`src/rtl/threshold_cutter_pkg.sv`:
```
// threshold_cutter_pkg: geometry, tag constant, address/tag helpers and reader FSM states shared by the capture writer and reader.
package threshold_cutter_pkg;
  localparam int WINDOW_DEPTH = 100;
  localparam int BLOCK_DEPTH = WINDOW_DEPTH * 4;
  localparam int BLOCK_DEPTH_INDEX = 9;
  localparam int BLOCK_NUM_INDEX = 4;
  localparam int WORD_W = 256;
  localparam logic [127:0] PRESET_SEQUENCE = 128'h00_01_02_03_04_05_06_07_08_09_00_01_02_03_04_05;
  typedef enum logic [2:0] {IDLE, AR_DATA, R_DATA, AR_TAG, R_TAG, DONE} rd_state_e;
  function automatic logic [31:0] word_addr(input logic [BLOCK_NUM_INDEX-1:0] b, input logic [BLOCK_DEPTH_INDEX-1:0] w);
    return 32'({b, w, 5'b0});
  endfunction
  // The tag is one bit of the preset constant selected by block number, zero-extended.
  function automatic logic [WORD_W-1:0] tag_word(input logic [127:0] seq, input logic [BLOCK_NUM_INDEX-1:0] b);
    return WORD_W'(seq[b]);
  endfunction
endpackage

```
`src/rtl/axis_reg_slice.sv`:
```
// axis_reg_slice: single-entry valid/ready output register; accepts a new word whenever empty or draining.
module axis_reg_slice #(
  parameter int W = 256
) (
  input  logic         clk,
  input  logic         rst_n,
  input  logic [W-1:0] s_data_i,
  input  logic         s_last_i,
  input  logic         s_valid_i,
  output logic         s_ready_o,
  output logic [W-1:0] m_data_o,
  output logic         m_last_o,
  output logic         m_valid_o,
  input  logic         m_ready_i
);
  logic [W-1:0] data_q, data_d;
  logic         last_q, last_d, valid_q, valid_d, load;
  assign s_ready_o = !valid_q | m_ready_i;
  assign load = s_valid_i & s_ready_o;
  always_comb begin
    data_d = load ? s_data_i : data_q;
    last_d = load ? s_last_i : last_q;
    valid_d = load | (valid_q & !m_ready_i);
  end
  always_ff @(posedge clk) begin
    if (!rst_n) begin
      data_q <= '0;
      last_q <= 1'b0;
      valid_q <= 1'b0;
    end else begin
      data_q <= data_d;
      last_q <= last_d;
      valid_q <= valid_d;
    end
  end
  assign m_data_o = data_q;
  assign m_last_o = last_q;
  assign m_valid_o = valid_q;
endmodule

```
`src/rtl/threshold_block_reader.sv`:
```
// threshold_block_reader: AXI4 read master draining finished capture blocks to a stream and checking each block's tag word.
module threshold_block_reader
  import threshold_cutter_pkg::*;
#(
  parameter int           WINDOW_DEPTH      = threshold_cutter_pkg::WINDOW_DEPTH,
  parameter int           BLOCK_DEPTH_INDEX = threshold_cutter_pkg::BLOCK_DEPTH_INDEX,
  parameter int           BLOCK_NUM_INDEX   = threshold_cutter_pkg::BLOCK_NUM_INDEX,
  parameter int           BURST_LEN         = 16,
  parameter logic [127:0] PRESET_SEQUENCE   = threshold_cutter_pkg::PRESET_SEQUENCE,
  parameter logic [3:0]   AXI_ID            = 4'd1
) (
  input  logic                       clk,
  input  logic                       rst_n,
  input  logic [BLOCK_NUM_INDEX-1:0] wr_block_no,
  output logic [3:0]                 m_axi_arid,
  output logic [31:0]                m_axi_araddr,
  output logic [7:0]                 m_axi_arlen,
  output logic [2:0]                 m_axi_arsize,
  output logic [1:0]                 m_axi_arburst,
  output logic                       m_axi_arvalid,
  input  logic                       m_axi_arready,
  input  logic [3:0]                 m_axi_rid,
  input  logic [255:0]               m_axi_rdata,
  input  logic [1:0]                 m_axi_rresp,
  input  logic                       m_axi_rlast,
  input  logic                       m_axi_rvalid,
  output logic                       m_axi_rready,
  output logic [255:0]               m_data,
  output logic                       m_valid,
  input  logic                       m_ready,
  output logic                       m_last,
  output logic                       blk_done,
  output logic                       blk_ok,
  output logic [BLOCK_NUM_INDEX-1:0] blk_no,
  output logic [BLOCK_NUM_INDEX-1:0] rd_block_no
);
  localparam int BD = WINDOW_DEPTH * 4;
  if (BD % BURST_LEN != 0 || BURST_LEN > 256 || BURST_LEN < 1) begin : g_bad_burst
    $error("BURST_LEN must divide BLOCK_DEPTH and lie in 1..256");
  end
  rd_state_e                  state_q, state_d;
  logic [BLOCK_DEPTH_INDEX-1:0] word_idx_q, word_idx_d;
  logic [BLOCK_NUM_INDEX-1:0] rd_q, rd_d, blk_no_q, blk_no_d;
  logic resp_err_q, resp_err_d, tag_err_q, tag_err_d;
  logic blk_done_q, blk_done_d, blk_ok_q, blk_ok_d;
  logic slice_ready, beat, rerr, tag_bad, last_word;
  assign m_axi_arid = AXI_ID;
  assign m_axi_arsize = 3'b101;
  assign m_axi_arburst = 2'b01;
  assign m_axi_arvalid = (state_q == AR_DATA) | (state_q == AR_TAG);
  assign m_axi_araddr = word_addr(rd_q, state_q == AR_TAG ? BLOCK_DEPTH_INDEX'(BD) : word_idx_q);
  assign m_axi_arlen = state_q == AR_DATA ? 8'(BURST_LEN - 1) : 8'd0;
  assign m_axi_rready = state_q == R_DATA ? slice_ready : state_q == R_TAG;
  assign beat = m_axi_rvalid & m_axi_rready;
  assign rerr = m_axi_rresp != 2'b00;
  assign tag_bad = m_axi_rdata != tag_word(PRESET_SEQUENCE, rd_q);
  assign last_word = word_idx_q == BLOCK_DEPTH_INDEX'(BD - 1);
  always_comb begin
    state_d = state_q;
    word_idx_d = word_idx_q;
    rd_d = rd_q;
    resp_err_d = resp_err_q;
    tag_err_d = tag_err_q;
    blk_done_d = 1'b0;
    blk_ok_d = blk_ok_q;
    blk_no_d = blk_no_q;
    case (state_q)
      IDLE: if (rd_q != wr_block_no) begin
        word_idx_d = '0;
        resp_err_d = 1'b0;
        tag_err_d = 1'b0;
        state_d = AR_DATA;
      end
      AR_DATA: state_d = m_axi_arready ? R_DATA : AR_DATA;
      R_DATA: if (beat) begin
        word_idx_d = word_idx_q + 1'b1;
        resp_err_d = resp_err_q | rerr;
        state_d = !m_axi_rlast ? R_DATA : last_word ? AR_TAG : AR_DATA;
      end
      AR_TAG: state_d = m_axi_arready ? R_TAG : AR_TAG;
      R_TAG: if (m_axi_rvalid) begin
        // Status and pointer advance register on the tag beat so both appear together in DONE.
        resp_err_d = resp_err_q | rerr;
        tag_err_d = tag_bad;
        blk_done_d = 1'b1;
        blk_ok_d = !(resp_err_q | rerr | tag_bad);
        blk_no_d = rd_q;
        rd_d = rd_q + 1'b1;
        state_d = DONE;
      end
      default: state_d = IDLE;
    endcase
  end
  always_ff @(posedge clk) begin
    if (!rst_n) begin
      state_q <= IDLE;
      word_idx_q <= '0;
      rd_q <= '0;
      resp_err_q <= 1'b0;
      tag_err_q <= 1'b0;
      blk_done_q <= 1'b0;
      blk_ok_q <= 1'b0;
      blk_no_q <= '0;
    end else begin
      state_q <= state_d;
      word_idx_q <= word_idx_d;
      rd_q <= rd_d;
      resp_err_q <= resp_err_d;
      tag_err_q <= tag_err_d;
      blk_done_q <= blk_done_d;
      blk_ok_q <= blk_ok_d;
      blk_no_q <= blk_no_d;
    end
  end
  always_ff @(posedge clk) begin
    if (rst_n && beat) begin
      assert (m_axi_rid == AXI_ID) else $error("unexpected RID %0h", m_axi_rid);
      if (state_q == R_DATA)
        assert (m_axi_rlast == ((int'(word_idx_q) + 1) % BURST_LEN == 0)) else $error("RLAST off burst boundary");
      else
        assert (m_axi_rlast) else $error("tag beat without RLAST");
    end
  end
  axis_reg_slice #(.W(256)) u_out (
    .clk(clk),
    .rst_n(rst_n),
    .s_data_i(m_axi_rdata),
    .s_last_i(last_word),
    .s_valid_i(m_axi_rvalid & (state_q == R_DATA)),
    .s_ready_o(slice_ready),
    .m_data_o(m_data),
    .m_last_o(m_last),
    .m_valid_o(m_valid),
    .m_ready_i(m_ready)
  );
  assign blk_done = blk_done_q;
  assign blk_ok = blk_ok_q;
  assign blk_no = blk_no_q;
  assign rd_block_no = rd_q;
endmodule

```
`config.mk`:
```
export PLATFORM = sky130hd
export DESIGN_NAME = threshold_block_reader
export DESIGN_NICKNAME = d
export VERILOG_FILES = /design/src/rtl/threshold_cutter_pkg.sv /design/src/rtl/axis_reg_slice.sv /design/src/rtl/threshold_block_reader.sv
export SDC_FILE = /design/constraint.sdc
export NUM_CORES = 1
export LEC_CHECK = 0
export CAP_MARGIN = 30
export CORE_AREA = 8 8 224 226
export CTS_BUF_LIST = sky130_fd_sc_hd__clkbuf_8
export CTS_CLUSTER_DIAMETER = 200
export CTS_CLUSTER_SIZE = 16
export DETAILED_ROUTE_END_ITERATION = 6
export DIE_AREA = 0 0 232 234
export GPL_TIMING_DRIVEN = 0
export PLACE_DENSITY = 0.52
export SLEW_MARGIN = 20
export SYNTH_ARGS = -nofsm -noshare
export SYNTH_HDL_FRONTEND = slang
export SYNTH_SLANG_ARGS = --single-unit
```
`constraint.sdc`:
```
create_clock -name clk -period 1.9 [get_ports clk]
set_input_delay 0.38 -clock clk [delete_from_list [all_inputs] [get_ports clk]]
set_output_delay 0.38 -clock clk [all_outputs]
set_load 0.01 [all_outputs]
```
# Word level (Yosys, flattened, before mapping)
# Memories as Yosys holds them, arrays and structs flattened. A register that Yosys moved wholly into a read port is not among the register bits.
# Cells that the tools add are included.
# Widths: inputs -> output; s select.
[classes]
addsub = 2
magnitude_cmp = 1
eq_ne = 10
n_mux = 22
n_bitwise = 9
n_reduce_logical = 12
[ops]
columns = ["cell", "n"]
rows = [
  ["$ne 256x1->1", 1],
  ["$mux 9", 3],
  ["$pmux 9 s2", 1],
  ["$pmux 3 s5", 1],
  ["$mux 3", 4],
  ["$mux 4", 3],
  ["$add 9x1->9 const B", 1],
  ["$eq 9x9->1 const B", 1],
  ["$lt 4x8->1 const B", 1],
  ["$eq 3x2->1 const B", 2],
  ["$mux 1", 6],
  ["$mux 2", 3],
  ["$ne 2x2->1 const B", 3],
  ["$reduce_and 3->1", 2],
  ["$or 1x1->1", 5],
  ["$add 4x1->4 const B", 1],
  ["$and 1x1->1", 4],
  ["$ne 4x4->1", 1],
  ["$reduce_and 2->1", 2],
  ["$reduce_and 4->1", 1],
  ["$reduce_bool 2->1", 2],
  ["$eq 3x1->1 const B", 1],
  ["$eq 3x3->1 const B", 1],
  ["$logic_not 1->1", 3],
  ["other kinds (3)", 3],
]
[word_totals]
reg_bits = 281
romBits = 16
in_bits = 272
out_inout_bits = 319
wordCells = 67
n_memories = 1
[mem_list]
columns = ["memory", "words", "word_bits", "rd", "rd_clocked_by_memory_dff", "wr", "line", "rtl"]
rows = [
  ["(no name shown)", 16, 1, 1, 1, 0, "threshold_cutter_pkg.sv:15", "return WORD_W'(seq[b]);"],
]

# Logic depth before layout (Yosys ltp)
[logic_depth]
ltp_word = 6
mapped_depth = 7
mapped_depth_nobuf = 6

# Cells and area by module
# A second synthesis with hierarchy kept.
[unflattened]
hier_cells = 1389
hier_area_um2 = 12301.8
[by_module_without_submodules]
columns = ["module", "n_inst", "cells_each", "area_per_inst_um2", "seq_area_each_um2"]
rows = [
  ["axis_reg_slice", 1, 1119, 10237.3, 5165.0],
  ["threshold_block_reader", 1, 270, 2064.5, 480.5],
]

# Worst setup path after synthesis
# No wires, ideal clock.
[synth_path]
path_kind = "flip-flop to flip-flop"
start = "register rd_q[1], in the netlist rd_block_no[1]"
end = "register word_idx_q[0]"
setup_time_ns = 0.133
arrival_ns = 1.574
required_ns = 1.767
path_slack_ns = 0.193
path_stages_with_launch = 7
path_buffers = 1
synth_period_minus_slack_ns = 1.707
path_cell_list = "dfxtp_1 > xor2_1 > o41ai_2 > a21o_1 > buf_4 > o21ai_1 > nor2_1"
[synth_between]
elab_chain_len = 3
[synth_rtl]
columns = ["item", "line", "rtl"]
rows = [
  ["start, declared", "threshold_block_reader.sv:43", "logic [BLOCK_NUM_INDEX-1:0] rd_q, rd_d, blk_no_q, blk_no_d;"],
  ["start signal, assigned", "threshold_block_reader.sv:107", "rd_q <= rd_d;"],
  ["$ne 4x4->1", "threshold_block_reader.sv:68", "IDLE: if (rd_q != wr_block_no) begin"],
  ["$ne 2x2->1 (no source line)", "-", ""],
  ["$reduce_and 3->1 (no source line)", "-", ""],
  ["end signal, assigned", "threshold_block_reader.sv:106", "word_idx_q <= word_idx_d;"],
  ["end, declared", "threshold_block_reader.sv:42", "logic [BLOCK_DEPTH_INDEX-1:0] word_idx_q, word_idx_d;"],
]
# No other way between the ends.
# A chain may end at the register's enable or synchronous reset.

# Final worst setup path
[layout_path]
start = "register state_q[2]"
end = "output m_axi_araddr[5]"
[layout_between]
elab_chain_len = 2
[layout_rtl]
columns = ["item", "line", "rtl"]
rows = [
  ["start, declared", "threshold_block_reader.sv:41", "rd_state_e state_q, state_d;"],
  ["start signal, assigned", "threshold_block_reader.sv:105", "state_q <= state_d;"],
  ["$eq 3x2->1", "threshold_block_reader.sv:51", "assign m_axi_araddr = word_addr(rd_q, state_q == AR_TAG ? BLOCK_DEPTH_INDEX'(BD) : word_idx_q);"],
  ["$mux 9", "threshold_block_reader.sv:51", ""],
  ["end, declared", "threshold_block_reader.sv:16", "output logic [31:0] m_axi_araddr,"],
]
# No other way between the ends.

==> impl_metrics.ini <==
[sta]
setup_tns_ns = -0.849
setup_ws_ns = -0.103
rsz0062_at_grt = yes
slew_headroom_pct = 41.4
hold_viol_final = 0
worstMarginPinSlew_ns = 0.878
fin_crit_sh_pct = 105
slew_viol_final = 0
fin_worst_skew_ns = 0.0400
fmax_mhz = 499
fin_crit_ns = 2.00
setup_violations = 13

[yosys]
synth.distinct_cells = 41
synth.top_cell.area_share_pct = 49.0
ys.flop_type = dfxtp_1
synth_edf_count = 0
ys_seq_elements = 282
synth_area_leaders = dfxtp_1 49%, nand2_1 17%, a21boi_0 16%, nor4_1 3.6%, buf_4 2.6%
synth_commonest_cells = 525 x nand2_1, 282 x dfxtp_1, 253 x a21boi_0, 66 x nor4_1, 58 x clkbuf_1
ys_warn_count = 0
avgSynthCellArea_um2 = 8.25
seq_area_frac_synth_pct = 49.0
synth.most_common_cell = nand2_1
netlist_instances = 1397
yosysTopAreaCell = dfxtp_1
netlist_area_mm2 = 0.0115
ys_async_sr_fraction_pct = 0

[setup_path]
cp_cell_sequence = buf_6, nand2b_4, inv_4, nand2_4, and2_4, buf_6
start_kind = flop
cp_common_cell = buf_6
worstPathMaxFanout = 5
critical_path_class = reg2out
critPathSlowestCell = dfxtp_2
rrSetupSlack_ns = -0.04
slowest_delay_ns = 0.34
end_kind = output port
critPathBufInv = 3
critical_path_arrival_ns = 1.62
worstPathRequired_ns = 1.52
path_delay_family = simple AND/OR/NAND/NOR gates

[floorplan]
io_pins = 591
start_util_pct = 24.6
die_w_um = 232
die_h_um = 234
core.rowCount = 80
core_area_mm2 = 0.0468
dieArea_mm2 = 0.0543

[power_and_ir_drop]
ir_worst_vdd_v = 0.000309
p_leak_nw = 7.78
powerDensity_mw_per_mm2 = 606
p_total_mw = 11.2

[run_status]
violations = negative setup slack
status = complete, but fails checks

[clocking]
clock_sinks = 282
insertion_delay_ns = 0.59
clockBufferDepth = 3
cts_inserted_buffers = 21
clkTransAtPathRegs_ns = 0.12
cts_tree = yes
cts_max_level = 1
cts_root_buf = clkbuf_8

[route]
routed_wl_um = 56200
viasPerCell = 4.47
vias = 11800
drtAntennaViolNets = 0
routedWlPerCell_um = 21.4
route.detailed.drc = 0
firstDrtPassIters = 7
drtIter0Drc = 484

[flow_run]
maxCapViolations = 0

[placed_design]
dp_hpwl_um = 45900
port_buffers = 553
gp_congestion = 0.852
placed_area_mm2 = 0.0179

[layout]
regArea_mm2 = 0.00567
drive_gt1_share_pct = 9.48
stdcell_area_mm2 = 0.0184
multi_input_area_mm2 = 0.00546
area_growth_pct = 59.9
fin_util_pct = 39.3
antenna_cells = 0
nets = 2290
fill_cells = 4895

[grt]
gr-total-overflow = 0
grt_max_degree = 17
antenna_found_initial = 2
grt_pass1_wl_um = 80600
grt.total_usage_pct = 19.6
grt_pass1_vias = 12200

[min_path]
hp-class = in2reg
-- worst register-to-register path: stages, from the launching register on --
cell	delay, ns
dfxtp_4	0.38
buf_4	0.15
nor4bb_1	0.42
buf_4	0.29
nand2_1	0.09
xnor2_1	0.12
and2_1	0.17
a211oi_1	0.23
-- sequential cells by signal (all words and copies together), names as in the netlist, named ones only --
register and count:
blk_ok 1, resp_err_q 1, blk_no 4, u_out.m_valid_o 1, u_out.m_data_o 256, rd_block_no 4, u_out.m_last_o 1, blk_done 1
state_q 3, word_idx_q 9
-- stage by stage --
step	setup WS [ns]	hold slack [ns]	std cells
CTS	-0.165	0.166	2630
floorplan	0.193	0.449	1427
global placement	-1.27	0.441	2595
detailed placement	-1.27	0.448	2595
global route	-0.178	0.218	2630
finish	-0.103	0.211	2630
-- power by group --
| group | internal (mW) | leakage [nW] | switching (mW) |
|---|---|---|---|
| clock network | 1.01 | 0.155 | 2.05 |
| logic | 1.02 | 5.35 | 0.939 |
| registers | 6.05 | 2.28 | 0.0875 |
| total | 8.08 | 7.78 | 3.08 |
-- final timing paths --
| path | startpoint | to | cells past startpoint |
|---|---|---|---|
| hold reg to reg | u_out.m_data_o[178] | u_out.m_data_o[178] | 2 |
| hold / removal | rst_n | u_out.m_data_o[212] | 2 |
| setup reg to reg | state_q[1] | flop | 7 |
| setup / recovery | state_q[2] | m_axi_araddr[5] | 6 |
-- metal layers --
| metal | global-route usage (%) | share of wire, % |
|---|---|---|
| met5 | 0 | 0.025 |
| met4 | 6.41 | 3.2 |
| met3 | 7.31 | 9.2 |
| met2 | 35.6 | 50 |
| met1 | 20.9 | 38 |
-- area by class of cell --
| cell class | instances | share of cell area, % |
|---|---|---|
| clock inverter | 1 | 0.0476 |
| clock buffer | 21 | 1.57 |
| inverter | 7 | 0.156 |
| sequential | 282 | 30.8 |
| timing repair buffer | 566 | 29.3 |
| buffer | 129 | 4.28 |
| tap | 615 | 4.18 |
| multi-input combinational | 1009 | 29.7 |
-- kinds of logic after synthesis --
family                   after synthesis  synth area share, %
other                                  2               0.0652
buffers and inverters                137                 6.11
flip-flops                           282                 49.0
AND/OR/NAND/NOR                      670                 24.8
adder cells (fa/ha/maj)                2                0.217
multiplexers                           6                0.532
XOR/XNOR                              11                0.836
AO/OA/AOI/OAI                        287                 18.5
-- cells in the final DEF (no fill, tap or decap), drive strengths merged, types with 20 or more instances in the layout --
| cell | instances |
|---|---|
| clkbuf | 87 |
| nor4 | 66 |
| dfxtp | 282 |
| clkdlybuf4s50 | 286 |
| nand2 | 526 |
| buf | 91 |
| nand4 | 20 |
| a21boi | 260 |
| conb | 32 |
| dlygate4sd2 | 233 |
-- what timing repair did --
action	in CTS	in global routing
endpoints found under the setup margin	507	218
setup buffers	13	0
gates resized for setup	399	42
pin swaps	9	1
hold buffers	0	0
cloned	1	0
Power figures use the tool's default switching activity.
